[config.mk]
export PLATFORM = sky130hd
export DESIGN_NAME = mdu_seq
export DESIGN_NICKNAME = d
export VERILOG_FILES = /design/src/rtl/mdu_pkg.sv /design/src/rtl/mdu_addsub.sv /design/src/rtl/mdu_seq.sv
export SDC_FILE = /design/constraint.sdc
export NUM_CORES = 1
export LEC_CHECK = 0
export BUFFER_PORTS_ARGS = -buffer_cell sky130_fd_sc_hd__buf_2
export CELL_PAD_IN_SITES_DETAIL_PLACEMENT = 1
export CELL_PAD_IN_SITES_GLOBAL_PLACEMENT = 1
export CORE_AREA = 2 2 195 197
export DETAILED_ROUTE_END_ITERATION = 8
export DIE_AREA = 0 0 197 199
export PLACE_DENSITY_LB_ADDON = 0.08
export SLEW_MARGIN = 20
export SYNTH_ARGS = -nofsm -noshare
export SYNTH_HDL_FRONTEND = slang
export SYNTH_SLANG_ARGS = --single-unit
[constraint.sdc]
create_clock -name clk -period 2.83 [get_ports clk]
set_input_delay 0.283 -clock clk [delete_from_list [all_inputs] [get_ports clk]]
set_output_delay 0.283 -clock clk [all_outputs]
set_load 0.005 [all_outputs]
[src/rtl/mdu_pkg.sv]
// rtl/mdu_pkg.sv - shared encodings and constants for the iterative multiply/divide unit
// Contents: op select encodings, FSM state encodings, default iteration count.
package mdu_pkg;

   // Operation select driven on mdu_seq.op
   localparam logic [1:0] OP_MULT  = 2'b00;
   localparam logic [1:0] OP_MULTU = 2'b01;
   localparam logic [1:0] OP_DIV   = 2'b10;
   localparam logic [1:0] OP_DIVU  = 2'b11;

   // One iteration per operand bit
   localparam int MDU_ITERS = 32;

   typedef enum logic [1:0] {
      S_IDLE = 2'd0,
      S_CALC = 2'd1,
      S_FIX  = 2'd2
   } mdu_state_e;

endpackage

[src/rtl/mdu_addsub.sv]
// rtl/mdu_addsub.sv - W-bit adder/subtractor shared by the multiply and divide steps
// Ports:
//   a, b : operands
//   sub  : 0 -> y = a + b, 1 -> y = a + ~b + 1
//   y    : result, carry out discarded
module mdu_addsub #(
   parameter int W = 33
) (
   input  logic [W-1:0] a,
   input  logic [W-1:0] b,
   input  logic         sub,
   output logic [W-1:0] y
);

   assign y = a + (sub ? ~b : b) + {{(W-1){1'b0}}, sub};

endmodule

[src/rtl/mdu_seq.sv]
// rtl/mdu_seq.sv - iterative MIPS multiply/divide unit producing the HI/LO pair
// Ports:
//   clk, rst           : clock, synchronous active-high reset
//   start, op, a, b    : launch MULT/MULTU/DIV/DIVU (op 00/01/10/11) with rs/rt operands
//   wr_hi, wr_lo, wdata: MTHI/MTLO writes, honoured only while idle
//   busy               : operation in flight
//   done, div_zero     : one-cycle result pulse; div_zero flags a zero divisor
//   hi, lo             : HI/LO registers
// Build option: MDU_DIV_EN enables DIV/DIVU; without it divide starts are ignored.
module mdu_seq
   import mdu_pkg::*;
#(
   parameter int WIDTH = MDU_ITERS
) (
   input  logic             clk,
   input  logic             rst,
   input  logic             start,
   input  logic [1:0]       op,
   input  logic [WIDTH-1:0] a,
   input  logic [WIDTH-1:0] b,
   input  logic             wr_hi,
   input  logic             wr_lo,
   input  logic [WIDTH-1:0] wdata,
   output logic             busy,
   output logic             done,
   output logic             div_zero,
   output logic [WIDTH-1:0] hi,
   output logic [WIDTH-1:0] lo
);

   localparam int              CW       = $clog2(WIDTH);
   localparam logic [CW-1:0]   CNT_LAST = CW'(WIDTH - 1);

   mdu_state_e         state, state_next;
   logic [CW-1:0]      cnt;

   // acc: upper product half (plus carry) / partial remainder
   // qreg: multiplier shifting out into the low product / dividend shifting into quotient
   logic [WIDTH:0]     acc;
   logic [WIDTH-1:0]   qreg;
   logic [WIDTH-1:0]   mcand;
   logic               neg_q;

   logic               accept;
   logic               signed_op;
   logic               step_en;
   logic [WIDTH-1:0]   a_mag, b_mag;

   logic [WIDTH:0]     as_a, as_b, as_y;
   logic               as_sub;
   logic [WIDTH:0]     mul_sum;
   logic [WIDTH:0]     acc_step;
   logic [WIDTH-1:0]   q_step;

   logic [2*WIDTH-1:0] prod, prod_fix;
   logic [WIDTH-1:0]   hi_fix, lo_fix;

`ifdef MDU_DIV_EN
   logic               is_div;
   logic               neg_r;
   logic               dz;
   logic [WIDTH-1:0]   a_raw;

   assign accept  = (state == S_IDLE) && start;
   assign step_en = !dz;
`else
   assign accept  = (state == S_IDLE) && start && ((op == OP_MULT) || (op == OP_MULTU));
   assign step_en = 1'b1;
`endif

   assign signed_op = (op == OP_MULT) || (op == OP_DIV);
   assign a_mag     = (signed_op && a[WIDTH-1]) ? -a : a;
   assign b_mag     = (signed_op && b[WIDTH-1]) ? -b : b;

   // ---------------- FSM ----------------
   always_ff @(posedge clk) begin
      if (rst) begin
         state <= S_IDLE;
         busy  <= 1'b0;
      end else begin
         state <= state_next;
         busy  <= (state_next != S_IDLE);
      end
   end

   always_comb begin
      state_next = state;
      unique case (state)
         S_IDLE:  if (accept) state_next = S_CALC;
         S_CALC:  if (cnt == CNT_LAST) state_next = S_FIX;
         S_FIX:   state_next = S_IDLE;
         default: state_next = S_IDLE;
      endcase
   end

   // ---------------- shared add/subtract ----------------
   always_comb begin
      as_sub = 1'b0;
      as_a   = acc;
`ifdef MDU_DIV_EN
      if (is_div) begin
         // Trial subtract against the remainder shifted left with the next dividend bit
         as_sub = 1'b1;
         as_a   = {acc[WIDTH-1:0], qreg[WIDTH-1]};
      end
`endif
   end

   assign as_b = {1'b0, mcand};

   mdu_addsub #(.W(WIDTH + 1)) u_addsub (
      .a   (as_a),
      .b   (as_b),
      .sub (as_sub),
      .y   (as_y)
   );

   // ---------------- per-step next values ----------------
   always_comb begin
      mul_sum  = qreg[0] ? as_y : acc;
      acc_step = {1'b0, mul_sum[WIDTH:1]};
      q_step   = {mul_sum[0], qreg[WIDTH-1:1]};
`ifdef MDU_DIV_EN
      if (is_div) begin
         // Negative difference (top bit set) means the divisor did not fit: restore
         if (as_y[WIDTH]) begin
            acc_step = as_a;
            q_step   = {qreg[WIDTH-2:0], 1'b0};
         end else begin
            acc_step = as_y;
            q_step   = {qreg[WIDTH-2:0], 1'b1};
         end
      end
`endif
   end

   // ---------------- sign fix of the final result ----------------
   always_comb begin
      prod     = {acc[WIDTH-1:0], qreg};
      prod_fix = neg_q ? -prod : prod;
      hi_fix   = prod_fix[2*WIDTH-1:WIDTH];
      lo_fix   = prod_fix[WIDTH-1:0];
`ifdef MDU_DIV_EN
      if (is_div) begin
         if (dz) begin
            hi_fix = a_raw;
            lo_fix = '1;
         end else begin
            hi_fix = neg_r ? -acc[WIDTH-1:0] : acc[WIDTH-1:0];
            lo_fix = neg_q ? -qreg : qreg;
         end
      end
`endif
   end

   // ---------------- datapath and HI/LO ----------------
   always_ff @(posedge clk) begin
      if (rst) begin
         cnt   <= '0;
         acc   <= '0;
         qreg  <= '0;
         mcand <= '0;
         neg_q <= 1'b0;
         hi    <= '0;
         lo    <= '0;
         done  <= 1'b0;
      end else begin
         done <= 1'b0;
         if (state == S_IDLE) begin
            if (wr_hi) hi <= wdata;
            if (wr_lo) lo <= wdata;
         end
         if (accept) begin
            cnt   <= '0;
            acc   <= '0;
            neg_q <= signed_op && (a[WIDTH-1] ^ b[WIDTH-1]);
`ifdef MDU_DIV_EN
            qreg  <= op[1] ? a_mag : b_mag;
            mcand <= op[1] ? b_mag : a_mag;
`else
            qreg  <= b_mag;
            mcand <= a_mag;
`endif
         end
         if (state == S_CALC) begin
            cnt <= cnt + CW'(1);
            if (step_en) begin
               acc  <= acc_step;
               qreg <= q_step;
            end
         end
         if (state == S_FIX) begin
            hi   <= hi_fix;
            lo   <= lo_fix;
            done <= 1'b1;
         end
      end
   end

`ifdef MDU_DIV_EN
   always_ff @(posedge clk) begin
      if (rst) begin
         is_div   <= 1'b0;
         neg_r    <= 1'b0;
         dz       <= 1'b0;
         a_raw    <= '0;
         div_zero <= 1'b0;
      end else begin
         div_zero <= 1'b0;
         if (accept) begin
            is_div <= op[1];
            neg_r  <= signed_op && a[WIDTH-1];
            dz     <= op[1] && (b == '0);
            a_raw  <= a;
         end
         if (state == S_FIX) div_zero <= is_div && dz;
      end
   end
`else
   assign div_zero = 1'b0;
`endif

endmodule
Word-level counts from Yosys, hierarchy flattened. Cells that the tools add are included.

Output and inout port bits: 67. Word-level logic and storage cells: 57. Bits in registers: 170.

Reduce and logical (&&, ||, !) cells: 16. Equal/unequal tests: 5. Bitwise operators: 1. $add $sub $neg: 5. Mux-type cells: 20.

Operator list (count): $mux W32 (12); $mux W64 (1); $neg A32 Y32 (2); $neg A64 Y64 (1); $add A32 B32 Y33 (1); $mux W33 (1); $mux W5 (2); $reduce_bool A2 Y1 (5); $add A5 B1 Y5 const B (1); $eq A5 B5 Y1 const B (1); $logic_and A1 B1 Y1 (5); $eq A2 B1 Y1 const B (2); $eq A2 B2 Y1 const B (2); $logic_not A2 Y1 (2); $mux W2 (2); $pmux W2 S2 (1); $reduce_and A2 Y1 (2); $logic_or A1 B1 Y1 (2); $mux W1 (1); $xor A1 B1 Y1 (1).

Logic depth before layout (Yosys ltp). Gate-level depths: netlist of run 1.

Word-level depth: 6. Depth in mapped cells: 11. Mapped depth without buffers: 11.

Modules after synthesis. From an unflattened synthesis of run 1, not the netlist that was laid out.

Cell total of the unflattened synthesis: 1616. Area, all modules: 12236.7 um^2.

By module, submodules not included: mdu_seq (sequential area each 3403.3 um^2, times used 1, area an instance 9922.0 um^2, cells an instance 1285); mdu_addsub (sequential area each 0.0 um^2, times used 1, area an instance 2314.7 um^2, cells an instance 331).

Worst setup path after synthesis of run 1. OpenSTA, ideal clock, no wires.

Path type: reg2reg. From: register acc[10]. To: register acc[26]. Cell stages (with the launch flop): 10. Library setup time: 0.095 ns. Required time: 2.735 ns. Clock period less this slack: 2.621 ns. Slack: 0.209 ns. Buffers on the path: 0. Data arrival time: 2.525 ns. Cell sequence: dfxtp_1 -> ha_1 -> a211oi_1 -> o21bai_1 -> a21o_1 -> a21o_1 -> a2111oi_0 -> o31ai_1 -> xnor2_1 -> a221oi_1.

Word-level cells in the longest chain between the ends: 3.

RTL lines: start, declared (RTL line mdu_seq.sv:39) `logic [WIDTH:0] acc;`; start signal, assigned (RTL line mdu_seq.sv:188) `acc <= acc_step;`; $add A32 B32 Y33 (RTL line mdu_addsub.sv:15) `assign y = a + (sub ? ~b : b) + {{(W-1){1'b0}}, sub};`; $mux W33 (RTL line mdu_seq.sv:120) `mul_sum = qreg[0] ? as_y : acc;`; $mux W32 (RTL line mdu_seq.sv:185) `if (state == S_CALC) begin`.

Every way passes these cells. A chain may end at the register's enable or synchronous reset.

Worst setup path in the final report of run 1.
From: register acc[6]. To: register hi[21].

Word-level cells in the longest chain between the ends: 3.

RTL lines: $neg A64 Y64 (RTL line mdu_seq.sv:140) `prod_fix = neg_q ? -prod : prod;`; $mux W64 (RTL line mdu_seq.sv:140); $mux W32 (RTL line mdu_seq.sv:192) `if (state == S_FIX) begin`; end signal, assigned (RTL line mdu_seq.sv:170) `if (wr_hi) hi <= wdata;`; end signal, assigned (RTL line mdu_seq.sv:193) `hi <= hi_fix;`; end, declared (RTL line mdu_seq.sv:27) `output logic [WIDTH-1:0] hi,`.

Every way passes these cells.

==> reports/metrics.yaml, run 1 <==
status: "completed"
cp_slowest_cell: "or4_1"
synth_nets: 1557
hpwl_um: 34300
grt_max_degree: 124
path_class: "reg2reg"
endpoint_kind: "register"
p_int_mw: 4.41
power_frac_comb_pct: 21.7
fin_crit_sh_pct: 97.1
cts.reportedPaths.clkPinSlew_ns: 0.07
fin_nets: 1773
placed_cell_area_um2: 13100
fin_tns_setup_ns: 0
hold_class: "in2reg"
synth_area_per_cell_um2: 7.79
wire_per_inst_um: 20.7
final_core_util_pct: 37.1
fmax_ghz: 0.364
grt_overflow_total: 0
hold_viol_final: 0
cts_root_buf: "clkbuf_16"
required_ns: 3.20
rows: 71
drt_pre_antenna_iters: 8
cts_hold_buf: 0
tightest_slew_ns: 0.875
grtUsageTotal_pct: 22.4
antenna_found_initial: 0
fin_skew_ns: 0.0112
wl_um: 43800
fill_cells: 4528
p_clk_share_pct: 37.6
final_cell_mix: "nor2_1 (191), dfxtp_1 (169), buf_2 (167)"
setup_violations: 0
grt_pass1_wl_um: 67800
diodes: 0
worstPathCellList: "buf_4 -> or4_1 -> nor3_2 -> nand3_2 -> or3_4 -> o21ai_0 -> xor2_1 -> a211o_1 -> a21oi_1"
yosysWarningCount: 0
cts_buffers: 17
fp.coreArea_um2: 37100
clock_path_buffers: 2
cp.arrival_ns: 3.12
p_switching_mw: 2.04
ys_top_cells_by_area: "dfxtp_1 (31%), nor2_1 (6.6%), xor2_1 (5.6%)"
routed_via_density: 5.48
die_h_um: 199
drtIter0Drc: 694
syn_area_um2: 11000
ant_nets: 0
vdd_ir_drop_max_mv: 0.363
cts_tree: "built"
yosysUniqueCellTypes: 70
worst_slack_ns: 0.0826
slowest_delay_ns: 0.64
startpoint_type: "register"
pwr-share-seq_pct: 40.7
via_count: 11600
synth_seq_area_share_pct: 30.8
swShare_pct: 31.6
port_buffers: 168
drv_cap: 0
stdcell_area_um2: 13800
slew_headroom_pct: 41.6
clkSinkCount: 170
synth_top_area_share_pct: 30.8
p_leak_nw: 5.62
die_area_um2: 39200
start_util_pct: 29.7
slew_violations: 0
yosysTopAreaCell: "dfxtp_1"
htreeDepth: 4
grt_pass1_vias: 11600
synth-edff-count: 0
clk_latency_ns: 0.45
rsz0062_at_grt: "true"
ios: 170
drc: 0
p_total_mw: 6.45
period_needed_ns: 2.75
dp.cells: 2086
layout_commonest_cell: "nor2_1"
final_cells: 2119
pre_cts_ws_ns: -0.0336
crit_fanout: 6
drive_gt1_share_pct: 22.4
hold_ws_ns: 0.118
syn_to_final_growth_pct: 24.9
gp_congestion: 0.828
synth_cells: 1416
synthFlopType: "dfxtp_1"
async_flop_share_pct: 0
fp.dieW_um: 197
synth_seq_cells: 170
power.density_nw_per_um2: 468
-- kinds of logic (layout without fill, tap and decap cells) --
family                     count (synthesis)  in the layout  synth area share, %
AOI/OAI and AO/OA                        471            471                 28.5
buffers and inverters                    123            352                 4.32
muxes                                     10             10                0.953
xor gates and xnor gates                 131            131                 10.4
and+or+nand+nor                          472            472                 20.5
other                                      1              1               0.0340
DFF                                      170            170                 30.8
adders and majority gates                 38             38                 4.38
-- synthesized netlist by cell type, drive strengths merged, types with 15 or more instances --
cell type	instances
nor2	194
dfxtp	170
a21oi	123
nand2	99
clkbuf	90
o21ai	83
xor2	71
xnor2	60
a211oi	56
ha	37
o31ai	34
a222oi	33
nor3	33
nand3	31
inv	26
o22ai	23
or3	23
o41ai	17
or4	17
nand2b	15
-- layer usage --
layer | share of wire (%) | GRT usage (%) | vias to the layer above | wire (um)
met5 | 0 | 0 | - | 0
met4 | 1.2 | 5.12 | 0 | 510
met3 | 3.9 | 2.64 | 22 | 1690
met2 | 45 | 36.7 | 249 | 19800
met1 | 50 | 31.4 | 5631 | 21700
li1 | - | - | 5700 | -
-- state kept, by name (all words and copies together), names as in the netlist --
signal	count
neg_q	1
acc	32
mcand	32
qreg	32
state	2
done	1
cnt	5
lo	32
hi	32
busy	1
-- critical path, delay by kind of cell (launching register included) --
family,cells,cell delay (ns)
buffers and inverters,1,0.13
XOR/XNOR,1,0.14
AND/OR/NAND/NOR,4,1.45
AO/OA/AOI/OAI,3,0.62
flip-flops,1,0.33
-- path summary, 6_finish.rpt --
check,from,endpoint,slack (ns),cells after the start
min,a[0],mcand[0]$_SDFFE_PP0P_,0.12,3
max,acc[6]$_SDFFE_PP0P_,hi[21]$_SDFFE_PP0P_,0.08,9
max reg2reg,acc[6]$_SDFFE_PP0P_,hi[21]$_SDFFE_PP0P_,0.08,9
min reg2reg,lo[1]$_SDFFE_PP0P_,lo[1]$_SDFFE_PP0P_,0.46,2
-- power groups by stage --
stage / clock [mW] / sequential (mW) / combinational, mW
2_1_floorplan: 0 / 2.66 / 0.776
3_5_place_dp: 0 / 2.68 / 1.38
4_1_cts: 2.49 / 2.62 / 1.38
5_1_grt: 2.58 / 2.64 / 1.55
6_report: 2.42 / 2.62 / 1.40
3_3_place_gp: 0 / 2.67 / 1.37
-- cell type report --
| cell class | count | area (um^2) | share of cell area [%] |
|---|---|---|---|
| multi-input combinational | 1123 | 7270 | 52.7 |
| clock inverter | 13 | 144 | 1.04 |
| sequential | 170 | 3400 | 24.7 |
| timing repair buffer | 294 | 1830 | 13.3 |
| inverter | 26 | 97.6 | 0.708 |
| tap | 474 | 593 | 4.30 |
| clock buffer | 19 | 443 | 3.21 |
-- what timing repair did --
action / in CTS / in global routing
setup buffers: 0 / 1
endpoints found under the setup margin: 2 / 21
resized for setup: 2 / 18
pin swaps: 0 / 3
cloned: 0 / 0
Note: power is estimated with default switching activity, not from simulation.
==> inputs of run 2 (changes only) <==
--- a/config.mk
+++ b/config.mk
@@ -8,9 +8,9 @@
 export BUFFER_PORTS_ARGS = -buffer_cell sky130_fd_sc_hd__buf_2
 export CELL_PAD_IN_SITES_DETAIL_PLACEMENT = 1
 export CELL_PAD_IN_SITES_GLOBAL_PLACEMENT = 1
-export CORE_AREA = 2 2 195 197
+export CORE_AREA = 2 2 164 166
 export DETAILED_ROUTE_END_ITERATION = 8
-export DIE_AREA = 0 0 197 199
+export DIE_AREA = 0 0 166 168
 export PLACE_DENSITY_LB_ADDON = 0.08
 export SLEW_MARGIN = 20
 export SYNTH_ARGS = -nofsm -noshare
==> constraint.sdc (replaced) <==
create_clock -name clk -period 2.55 [get_ports clk]
set_input_delay 0.255 -clock clk [delete_from_list [all_inputs] [get_ports clk]]
set_output_delay 0.255 -clock clk [all_outputs]
set_load 0.005 [all_outputs]
==> run 2 against run 1 <==
- critical endpoint is now hi[31]$_SDFFE_PP0P_
- clock power rose by 8%
- clock skew grew 0.0063 ns
- maximum frequency is 4.9% higher
- sequential share of layout area is 1.4 points lower
- non-clock buffer count rose by 73
- critical path depth is the same
- register-to-register slack lost 0.15 ns
- hold slack lost 0.019 ns
- sequential power is 11% higher
- wire length shrank 0.79%
- the flow now finishes with violations (negative setup slack)
- setup slack got worse by 0.15 ns
- combinational power rose by 28%
- largest power group unchanged
==> reports/metrics.yaml, run 2 (synthesis gave the netlist of run 1 again) <==
grtUsageTotal_pct: 30.0  # +7.6 points
min_path_cells: 3  # unchanged
cts_buffers: 17  # unchanged
setup.worst_path.end: "hi[31]$_SDFFE_PP0P_"
gp_congestion: 0.863  # +4.2%
startpoint: "acc[8]$_SDFFE_PP0P_"
cts_root_buf: "clkbuf_16"
fin_crit_sh_pct: 103  # +5.6 points
fin_skew_ns: 0.0174  # +0.00627 ns
drv_cap: 0  # unchanged
slew_violations: 0  # unchanged
clkSinkCount: 170  # unchanged
rsz0062_at_grt: "true"
stdcell_area_um2: 14700  # +6.8%
wire_per_inst_um: 21.1  # +2.1%
final_cells: 2059  # -2.8%
required_ns: 2.93  # -0.27 ns
r2r_slack_ns: -0.07  # -0.15 ns
routed_via_density: 6.00  # +9.6%
fmax_ghz: 0.382  # +4.9%
pre_cts_ws_ns: -0.227  # -0.193 ns
r2r_end: "hi[31]$_SDFFE_PP0P_"
cts.reportedPaths.clkPinSlew_ns: 0.08  # about the same
clk_latency_ns: 0.44  # about the same
fp.coreArea_um2: 26400  # -29%
clock_path_buffers: 2  # unchanged
ant_nets: 0  # unchanged
worstPathCellList: "buf_4 -> or4_4 -> nor3_4 -> nand3_2 -> or3_4 -> or4_4 -> nand3_2 -> o21ai_2 -> a21oi_1"
crit_fanout: 5  # -1
endpoint_kind: "register"
violations: "negative setup slack"
hold_class: "in2reg"
grt.busiest_layer: "met2"
cp.arrival_ns: 2.99  # -0.13 ns
slowest_delay_ns: 0.51  # -0.13 ns
grt_overflow_total: 0  # unchanged
drtIter0Drc: 954  # +37%
path_class: "reg2reg"
via_count: 12400  # +6.5%
fill_cells: 3237  # -29%
cp_slowest_cell: "or4_4"
syn_to_final_growth_pct: 33.4
period_needed_ns: 2.62  # -0.128 ns
met2_usage_pct: 50.4  # +14 points
hold_viol_final: 0  # unchanged
reg2reg_from: "acc[8]$_SDFFE_PP0P_"
die_h_um: 168  # -16%
startpoint_type: "register"
htreeDepth: 4  # unchanged
dp.cells: 2017  # -3.3%
grtUsageMet3_pct: 4.16  # +1.5 points
placed_cell_area_um2: 13400  # +2.6%
wl_um: 43400  # -0.79%
ios: 170  # unchanged
worst_slack_ns: -0.0691  # -0.152 ns
die_area_um2: 27900  # -29%
final_cell_mix: "nor2_1 (190), buf_4 (190), buf_2 (167)"
drt_pre_antenna_iters: 6  # -2
p_leak_nw: 6.03  # +7.3%
tightest_slew_ns: 0.799  # -0.0766 ns
drc: 0  # unchanged
grt_max_degree: 155  # +25%
diodes: 0  # unchanged
fin_tns_setup_ns: -0.202  # -0.202 ns
cts_tree: "built"
antenna_found_initial: 0  # unchanged
reg2regPathDepth: 9  # unchanged
slew_headroom_pct: 46.8  # +5.1 points
port_buffers: 168  # unchanged
rows: 60  # -15%
power.density_nw_per_um2: 496  # +6.1%
vdd_ir_drop_max_mv: 0.357  # -1.7%
drive_gt1_share_pct: 30.2  # +7.8 points
grt_pass1_vias: 12400  # +7.5%
fin_nets: 1846  # +4.1%
fp.dieW_um: 166  # -16%
start_util_pct: 41.9  # +12 points
gr-usage-met1_pct: 38.2  # +6.9 points
grt_pass1_wl_um: 67500  # -0.47%
hpwl_um: 32100  # -6.5%
status: "finished with violations"
setup_violations: 5  # +5
run 2: cell count changes in the layout (fill, tap and decap cells not counted), sizes merged:
cell    previous run  this run
inv               29        35
bufinv             2         0
buf              294       367
clkinv             4         1
clkbuf            19        18
run 2: layout make-up:
class / count / area [um^2] / share of cell area, %
Inverter: 26 / 97.6 / 0.663
Sequential cell: 170 / 3430 / 23.3
Clock buffer: 18 / 439 / 2.98
Tap cell: 341 / 427 / 2.90
Multi-Input combinational cell: 1123 / 7780 / 52.9
Clock inverter: 14 / 128 / 0.867
Timing Repair Buffer: 367 / 2420 / 16.4
run 2: power breakdown:
group	internal [mW]	total [mW]	switching, mW
logic	0.750	1.79	1.04
clock network	1.32	2.61	1.29
registers	2.80	2.91	0.112
run 2: worst min-delay path by stage:
| stage | startpoint | to | slack [ns] |
|---|---|---|---|
| final | wdata[10] | lo[10]$_SDFFE_PP0P_ | 0.1 |
| after CTS | a[0] | mcand[0]$_SDFFE_PP0P_ | 0.09 |
| after global placement | lo[21]$_SDFFE_PP0P_ | lo[21]$_SDFFE_PP0P_ | 0.44 |
| after detailed placement | lo[21]$_SDFFE_PP0P_ | lo[21]$_SDFFE_PP0P_ | 0.45 |
| after global routing | a[0] | mcand[0]$_SDFFE_PP0P_ | 0.10 |
| after floorplan | a[0] | mcand[0]$_SDFFE_PP0P_ | 0.39 |
run 2: repair_timing:
action	CTS	global route
gates resized for setup	44	97
pin swaps	11	25
setup buffers	3	8
endpoints found under the hold margin	0	0
hold buffers	0	0
endpoints found under the setup margin	42	56
run 2: critical path, delay by kind of cell (launching register included):
family | cells | cell delay, ns
buffers and inverters | 1 | 0.18
DFF | 1 | 0.33
AOI/OAI and AO/OA | 2 | 0.21
and+or+nand+nor | 6 | 1.84
run 2: metal layers:
layer | vias up | share of wire (%)
li1 | 5840 | -
met1 | 6048 | 44
met2 | 381 | 48
met3 | 83 | 5.0
met4 | 0 | 3.7
met5 | - | 0
run 2: per-stage QoR:
stage	hold slack (ns)	power [mW]	utilization, %
after global placement	0.442	4.52	51.0
after detailed placement	0.453	4.57	51.0
after floorplan	0.391	3.82	-
after global routing	0.103	7.60	55.9
final	0.0989	7.31	55.9
after CTS	0.0930	7.18	53.9
==> inputs of run 3 (changes only) <==
--- a/config.mk
+++ b/config.mk
@@ -12,6 +12,7 @@
 export DETAILED_ROUTE_END_ITERATION = 8
 export DIE_AREA = 0 0 166 168
 export PLACE_DENSITY_LB_ADDON = 0.08
+export RECOVER_POWER = 100
 export SLEW_MARGIN = 20
 export SYNTH_ARGS = -nofsm -noshare
 export SYNTH_HDL_FRONTEND = slang
==> run 3 against run 2 <==
- the flow still finishes with violations (negative setup slack)
- clock power is essentially flat
- wire length about the same
- utilization shrank 0.35 points
- maximum frequency grew 0.39%
- setup slack better by 0.010 ns
- register-to-register slack about the same
- critical path depth unchanged
- first-iteration DRC count grew 3.0%
- cell area down 0.63%
- power decreased by 0.15%
- clock-buffer cell count unchanged
- critical path type unchanged
==> reports/metrics.yaml, run 3 (synthesis gave the netlist of run 1 again) <==
status: "finished with violations"
violations: "negative setup slack"
rsz0062_at_grt: "true"
power.density_nw_per_um2: 499  # +0.48%
tightest_slew_ns: 0.962  # +0.164 ns
fin_crit_sh_pct: 102  # -0.40 points
endpoint_kind: "register"
grtUsageTotal_pct: 30.0  # unchanged
grt_overflow_total: 0  # unchanged
period_needed_ns: 2.61  # -0.0101 ns
wire_per_inst_um: 21.1  # about the same
hold_start: "wdata[10]"
startpoint_type: "register"
met2_usage_pct: 50.4  # unchanged
fin_nets: 1846  # unchanged
grt_pass1_wl_um: 67500  # unchanged
drtIter0Drc: 983  # +3.0%
port_buffers: 168  # unchanged
required_ns: 2.93  # about the same
routed_via_density: 6.00  # about the same
rows: 60  # unchanged
grt.busiest_layer: "met2"
ant_nets: 0  # unchanged
stdcell_area_um2: 14600  # -0.63%
ios: 170  # unchanged
fin_skew_ns: 0.0134  # -0.00401 ns
via_count: 12400  # +0.057%
fp.dieW_um: 166  # unchanged
grt_max_degree: 155  # unchanged
final_cells: 2059  # unchanged
drive_gt1_share_pct: 28.0  # -2.2 points
cts_root_buf: "clkbuf_16"
cts_tree: "built"
startpoint: "acc[8]$_SDFFE_PP0P_"
vdd_ir_drop_max_mv: 0.360  # +0.70%
reg2regPathDepth: 9  # unchanged
drc: 0  # unchanged
cts_buffers: 17  # unchanged
diodes: 0  # unchanged
hpwl_um: 32100  # unchanged
setup_violations: 6  # +1
worst_slack_ns: -0.0590  # +0.0101 ns
drv_cap: 0  # unchanged
antenna_found_initial: 0  # unchanged
drt_pre_antenna_iters: 6  # unchanged
cp_slowest_cell: "or4_4"
gp_congestion: 0.863  # unchanged
grtUsageMet3_pct: 4.16  # unchanged
clkSinkCount: 170  # unchanged
htreeDepth: 4  # unchanged
die_area_um2: 27900  # unchanged
p_total_mw: 7.30  # -0.15%
clk_latency_ns: 0.44  # about the same
clock_path_buffers: 2  # unchanged
start_util_pct: 41.9  # unchanged
grt_pass1_vias: 12400  # unchanged
crit_fanout: 5  # unchanged
layout_commonest_cell: "nor2_1"
placed_cell_area_um2: 13400  # unchanged
slowest_delay_ns: 0.51  # about the same
cts_hold_buf: 0  # unchanged
min_path_cells: 3  # unchanged
hold_class: "in2reg"
wl_um: 43500  # about the same
p_leak_nw: 5.88  # -2.5%
dp.cells: 2017  # unchanged
cp.arrival_ns: 2.99  # about the same
worstPathCellList: "buf_4 -> or4_4 -> nor3_4 -> nand3_2 -> or3_4 -> or4_4 -> nand3_2 -> o21ai_2 -> a21oi_1"
cts.reportedPaths.clkPinSlew_ns: 0.08  # about the same
fmax_ghz: 0.383  # +0.39%
hold_viol_final: 0  # unchanged
gr-usage-met1_pct: 38.2  # unchanged
syn_to_final_growth_pct: 32.6
die_h_um: 168  # unchanged
reg2reg_from: "acc[8]$_SDFFE_PP0P_"
slew_headroom_pct: 35.8  # -11 points
slew_violations: 0  # unchanged
path_class: "reg2reg"
fp.coreArea_um2: 26400  # unchanged
final_cell_mix: "nor2_1 (190), buf_4 (182), dfxtp_1 (156)"
run 3: what timing repair did:
| action | 4_1_cts | 5_1_grt |
|---|---|---|
| resized for setup | 44 | 97 |
| setup endpoints to repair | 42 | 56 |
| endpoints found under the hold margin | 0 | 0 |
| buffers inserted | 3 | 8 |
| pin swaps | 11 | 25 |
run 3: path summary, 6_finish.rpt:
path              slack (ns)                      to
setup reg to reg       -0.06     hi[31]$_SDFFE_PP0P_
setup / recovery       -0.06     hi[31]$_SDFFE_PP0P_
hold reg to reg         0.46  mcand[17]$_SDFFE_PP0P_
hold / removal          0.10     lo[10]$_SDFFE_PP0P_
run 3: critical path: cells and delay by family, from the launching register on:
family	cells	cell delay, ns
AND/OR/NAND/NOR	6	1.85
AO/OA/AOI/OAI	2	0.20
flip-flops	1	0.33
buffers and inverters	1	0.17
run 3: final cells by class:
| class | count | area, um^2 |
|---|---|---|
| clock buffer | 18 | 439 |
| sequential | 170 | 3430 |
| tap | 341 | 427 |
| inverter | 26 | 97.6 |
| timing repair buffer | 367 | 2330 |
| multi-input combinational | 1123 | 7780 |
| fill | 3252 | 11700 |
| clock inverter | 14 | 128 |
run 3: power breakdown:
group,switching (mW),internal (mW)
clock,1.29,1.32
sequential,0.114,2.80
combinational,1.04,0.735
run 3: metal layers:
| metal | wire length (um) | part of all wire, % | vias to the layer above |
|---|---|---|---|
| met2 | 20600 | 47 | 404 |
| met3 | 2170 | 5.0 | 93 |
| li1 | - | - | 5838 |
| met5 | 0 | 0 | - |
| met1 | 18900 | 44 | 6024 |
| met4 | 1710 | 3.9 | 0 |
run 3: per-stage QoR:
stage	hold WS [ns]	utilization, %	setup WS, ns	TNS, ns
CTS	0.0930	53.9	-0.0804	-0.260
finish	0.102	55.5	-0.0590	-0.178
detailed placement	0.453	51.0	-0.227	-2.92
floorplan	0.391	-	-0.0136	-0.0136
global route	0.103	55.5	-0.157	-3.97
global placement	0.442	51.0	-0.104	-0.621
